$ cat src/rtl/cpu_decode.sv
// cpu_decode: instruction decode stage sitting behind the fetch FIFO.
// Classifies each {opcode, operand} pair by Moxie instruction form, extracts
// register indices and the immediate, tracks the architectural PC and
// presents a registered packet to execute. Back-pressure to fetch is
// combinational; a flush from execute discards the incoming instruction.
module cpu_decode #(
  parameter logic [31:0] BOOT_ADDRESS = 32'h00001000
) (
  input  logic        clk_i,
  input  logic        rst_i,
  input  logic [15:0] opcode_i,
  input  logic [31:0] operand_i,
  input  logic        valid_i,
  input  logic        stall_i,
  input  logic        flush_i,
  input  logic [31:0] flush_pc_i,
  input  logic        ex_load_i,
  input  logic [3:0]  ex_dest_i,
  output logic        stall_o,
  output logic        valid_o,
  output logic [7:0]  op_o,
  output logic [3:0]  reg_a_o,
  output logic [3:0]  reg_b_o,
  output logic [31:0] imm_o,
  output logic [31:0] pc_o,
  output logic        long_o,
  output logic        illegal_o
);

  // Decoded view of the instruction currently offered by fetch.
  typedef struct packed {
    logic [7:0]  op;
    logic [3:0]  reg_a;
    logic [3:0]  reg_b;
    logic [31:0] imm;
    logic        long_form;
    logic        illegal;
    logic        reads_a;
    logic        reads_b;
  } dec_t;

  dec_t        dec;
  logic        hazard;
  logic        accept;
  logic [31:0] pc_next;

  // Combinational decode of the incoming halfword by its form bits.
  always_comb begin
    // NOTE: every field gets a default before the case so no path leaves a
    // variable unassigned, which would otherwise infer a latch.
    dec = '0;
    case (opcode_i[15:14])
      2'b10: begin
        dec.op      = {6'b100000, opcode_i[13:12]};
        dec.reg_a   = opcode_i[11:8];
        dec.imm     = {24'h000000, opcode_i[7:0]};
        dec.reads_a = 1'b1;
      end
      2'b11: begin
        // Branch offset is counted in halfwords; shift to a byte offset.
        dec.op  = {4'hC, opcode_i[13:10]};
        dec.imm = {{21{opcode_i[9]}}, opcode_i[9:0], 1'b0};
      end
      default: begin
        dec.op      = {1'b0, opcode_i[14:8]};
        dec.reg_a   = opcode_i[7:4];
        dec.reg_b   = opcode_i[3:0];
        dec.reads_a = 1'b1;
        dec.reads_b = 1'b1;
        // Upper half of the form-1 opcode space is undefined; execute traps.
        dec.illegal = opcode_i[14];
        case (opcode_i[14:8])
          7'h01, 7'h03, 7'h08, 7'h09, 7'h0C, 7'h0D, 7'h1A, 7'h1B, 7'h1D,
          7'h1F, 7'h20, 7'h22, 7'h24, 7'h36, 7'h37, 7'h38, 7'h39:
            dec.long_form = 1'b1;
          default:
            dec.long_form = 1'b0;
        endcase
        dec.imm = dec.long_form ? operand_i : 32'h0;
      end
    endcase
  end

  // Load-use detection and handshake with fetch.
  always_comb begin
    hazard = valid_i & ex_load_i & valid_o &
             ((dec.reads_a & (ex_dest_i == dec.reg_a)) |
              (dec.reads_b & (ex_dest_i == dec.reg_b)));
    stall_o = (stall_i | hazard) & ~flush_i;
    accept  = valid_i & ~stall_o & ~flush_i;
  end

  // Packet and PC registers: reset > flush > stall > hazard bubble > accept.
  always_ff @(posedge clk_i) begin
    // NOTE: state is updated with non-blocking assignments so every register
    // sees the pre-edge values of the others, independent of statement order.
    if (rst_i) begin
      valid_o   <= 1'b0;
      op_o      <= '0;
      reg_a_o   <= '0;
      reg_b_o   <= '0;
      imm_o     <= '0;
      pc_o      <= BOOT_ADDRESS;
      long_o    <= 1'b0;
      illegal_o <= 1'b0;
      pc_next   <= BOOT_ADDRESS;
    end else if (flush_i) begin
      valid_o <= 1'b0;
      pc_next <= flush_pc_i;
    end else if (!stall_i) begin
      // With stall_i low, the only reasons not to accept are a hazard or an
      // empty input; both leave a bubble and keep pc_next.
      if (accept) begin
        valid_o   <= 1'b1;
        op_o      <= dec.op;
        reg_a_o   <= dec.reg_a;
        reg_b_o   <= dec.reg_b;
        imm_o     <= dec.imm;
        pc_o      <= pc_next;
        long_o    <= dec.long_form;
        illegal_o <= dec.illegal;
        pc_next   <= pc_next + (dec.long_form ? 32'd6 : 32'd2);
      end else begin
        valid_o <= 1'b0;
      end
    end
  end

endmodule

$ cat config.mk
export PLATFORM = sky130hd
export DESIGN_NAME = cpu_decode
export DESIGN_NICKNAME = d
export VERILOG_FILES = /design/src/rtl/cpu_decode.sv
export SDC_FILE = /design/constraint.sdc
export NUM_CORES = 1
export LEC_CHECK = 0
export BUFFER_PORTS_ARGS = -buffer_cell sky130_fd_sc_hd__clkbuf_2
export CAP_MARGIN = 0
export CORE_MARGIN = 3
export CORE_UTILIZATION = 47
export DETAILED_ROUTE_END_ITERATION = 8
export PLACE_DENSITY = 0.77
export REMOVE_ABC_BUFFERS = 1
export SKIP_LAST_GASP = 1
export SYNTH_ARGS = -nofsm -noshare
export SYNTH_HDL_FRONTEND = slang
export SYNTH_SLANG_ARGS = --single-unit
$ cat constraint.sdc
create_clock -name clk_i -period 3.5 [get_ports clk_i]
set_input_delay 0.175 -clock clk_i [delete_from_list [all_inputs] [get_ports clk_i]]
set_output_delay 0.175 -clock clk_i [all_outputs]
set_load 0.03 [all_outputs]
==> out/qor.yml <==
avgSynthCellArea_um2: 8.27
dieArea_um2: 13900
crit_arrival_ns: 3.29
nets: 965
period_needed_ns: 3.00
port_buffers: 173
drv_slew: 0
cp_max_fo: 11
finClkSkew_ns: 0.00718
cap_violations: 0
via_per_inst: 5.52
worst_pin_slew_ns: 0.804
regToRegSetupSlack_ns: 0.87
fmax_ghz: 0.333
num_antenna_cells: 0
min_from: "flush_pc_i[0]"
synthesis.area_um2: 5900
grt_setup_unrepaired: "false"
rows: 40
fillerInstances: 1134
synthArstFlopShare: 0
clock_latency_ns: 0.41
seq_area_frac_synth: 0.390
core_um2: 12200
grt_pass1_vias: 5317
vias: 5802
drt_pass1_iterations: 5
r2r-end: "pc_next[27]"
layout-drive-gt1-share: 0.290
clockBufferDepth: 2
cts_tree: "built"
grt_max_degree: 68
clock_sinks: 115
ys_types: 64
rr_startpoint: "pc_next[1]"
ff_latch_area_um2: 2300
routed_wl_um: 16000
cts_resized: 0
syn_inst: 714
hold_depth: 3
ys_warn_count: 0
antenna_found_initial: 0
dp_cells: 1009
setup_viol: 0
end_kind: "flop"
ios: 174
power.leakage_nw: 3.02
p_total_mw: 3.46
htreeDepth: 4
reg2regPathDepth: 8
peakVddDrop_mv: 0.310
synth_edf_count: 0
slew_headroom: 0.464
drt_iter0_drc: 375
grt_pass1_wl_um: 26300
worst-setup-path-type: "primary input to flop"
hold_class: "primary input to flop"
cts-root-buf: "clkbuf_16"
fin_cells: 1051
cts-hold-fix-buffers: 13
cts_buffers: 17
fin_crit_sh: 0.858
outcome: "completed"
required_ns: 3.79
ant_nets: 0
drt-wirelength-per-cell_um: 15.3
remaining_drc_errors: 0
yosysTopAreaCellShare: 0.390
place.gp.congestion: 0.872
die_w_um: 118
synth_area_leaders: "dfxtp_1, nand2_1, a21oi_1"
synth_largest_area_cell: "dfxtp_1"
grt_overflow: 0
multiInputGateArea_um2: 3210
whs_endpoint: "pc_next[0]"
ys_ff_latch: 115
hold_viol: 0
area_delta_synth_final_pct: 26.0
clk_pin_slew_ns: 0.05
die_h_um: 118
yosys_most_used_dff: "dfxtp_1"
crit_path_start_kind: "primary input"
postCtsSetupBuffers: 0
start_util: 0.485
grt_usage: 0.229
power_density_nw_per_um2: 465
hpwlAfterDp_um: 10900
==> routing by layer <==
layer  up-vias  GRT usage  routed length, um
li1       2879          -                  -
met1      2708      0.298               7030
met2       181      0.368               7740
met3        34     0.0533                895
met4         0     0.0857                357
met5         -          0                  0
==> sequential cells by signal, summed over array words and instances (netlist names) <==
name	cells
pc_next	32
op_o	8
pc_o	32
illegal_o	1
reg_a_o	4
reg_b_o	4
long_o	1
imm_o	32
valid_o	1
==> cells in the mapped netlist (all sizes together), types with 4 or more instances <==
cell type	number
o21ai	7
a311oi	17
buf	27
nand4	9
and3	8
o31a	5
or4	10
o311a	4
a2111oi	5
nor2	69
a21oi	62
and4	5
dfxtp	115
a221o	6
mux2i	8
or2	5
clkbuf	33
nor4	9
nand3	17
a32oi	4
xor2	5
a211oi	29
nor3	17
nand3b	15
or3	8
nand2b	6
o31ai	10
nand2	139
nor3b	5
a22oi	4
nor2b	7
inv	21
==> layout make-up <==
cell class / count / area share
clock buffers: 23 / 0.0629
clock inverters: 6 / 0.00773
inverters: 21 / 0.0106
multi-input cells: 518 / 0.431
flip-flops and latches: 115 / 0.309
well taps: 168 / 0.0282
repair buffers: 200 / 0.150
==> placed cells by master (no fill, tap or decap), types with 5 or more instances in the layout <==
| master | netlist | final |
|---|---|---|
| nand2b_1 | 6 | 6 |
| nor2b_1 | 7 | 6 |
| xor2_1 | 5 | 5 |
| o31ai_1 | 8 | 8 |
| nand4_1 | 7 | 7 |
| or3_1 | 8 | 8 |
| nor2_1 | 68 | 68 |
| and3_1 | 8 | 8 |
| o21ai_0 | 6 | 6 |
| nor3b_1 | 5 | 5 |
| dfxtp_1 | 115 | 115 |
| or4_1 | 9 | 9 |
| a211oi_2 | 20 | 20 |
| a211oi_1 | 9 | 9 |
| inv_1 | 21 | 21 |
| a221o_1 | 6 | 6 |
| nor4_1 | 9 | 9 |
| buf_4 | 0 | 14 |
| nor3_1 | 15 | 15 |
| a311oi_1 | 17 | 17 |
| clkbuf_2 | 0 | 172 |
| and4_1 | 5 | 5 |
| dlygate4sd3_1 | 0 | 13 |
| mux2i_1 | 8 | 8 |
| clkbuf_16 | 0 | 17 |
| nand2_1 | 139 | 139 |
| nand3_1 | 16 | 16 |
| a21oi_1 | 61 | 61 |
| nand3b_1 | 15 | 15 |
==> power by group <==
| group | switching (mW) | internal [mW] |
|---|---|---|
| clock | 0.571 | 0.993 |
| combinational | 0.298 | 0.174 |
| sequential | 0.0521 | 1.37 |
| total | 0.921 | 2.54 |
==> cell families after synthesis <==
family          after synthesis  synth area share
fa+ha+maj                     2           0.00551
compound gates              171             0.242
flops                       115             0.390
xor+xnor                      6           0.00890
mux                           8            0.0136
simple gates                331             0.273
buf+inv                      81            0.0672
==> per-stage QoR <==
stage	TNS, ns	util	hold WS (ns)	worst slack (ns)	area, um^2
after CTS	0	0.612	0.0000154	0.504	7440
after global placement	0	0.558	0.408	0.152	6790
after detailed placement	0	0.558	0.411	0.0873	6790
after floorplan	-2.36	-	0.240	-0.498	5590
after global routing	0	0.612	0.0156	0.302	7440
final	0	0.612	0.0129	0.495	7440
==> worst max path at each step <==
stage	start	to	slack, ns	cells past startpoint
floorplan	opcode_i[13]	pc_next[27]	-0.50	12
CTS	opcode_i[9]	pc_next[27]	0.50	13
finish	opcode_i[9]	pc_next[27]	0.50	13
detailed placement	opcode_i[9]	pc_next[27]	0.09	13
global route	opcode_i[9]	pc_next[27]	0.30	13
global placement	opcode_i[9]	pc_next[27]	0.15	13
==> worst max-delay path: stages <==
cell and delay, ns:
clkbuf_2 0.18, xnor2_1 0.17, nor4b_1 0.24, o32a_1 0.24, nor2b_2 0.18, inv_1 0.07, fa_1 0.45, nand3b_1 0.23
or2_2 0.42, nor3_4 0.18, o311ai_4 0.18, and3_1 0.22, or3_1 0.37
Note: power is estimated with default switching activity, not from simulation.
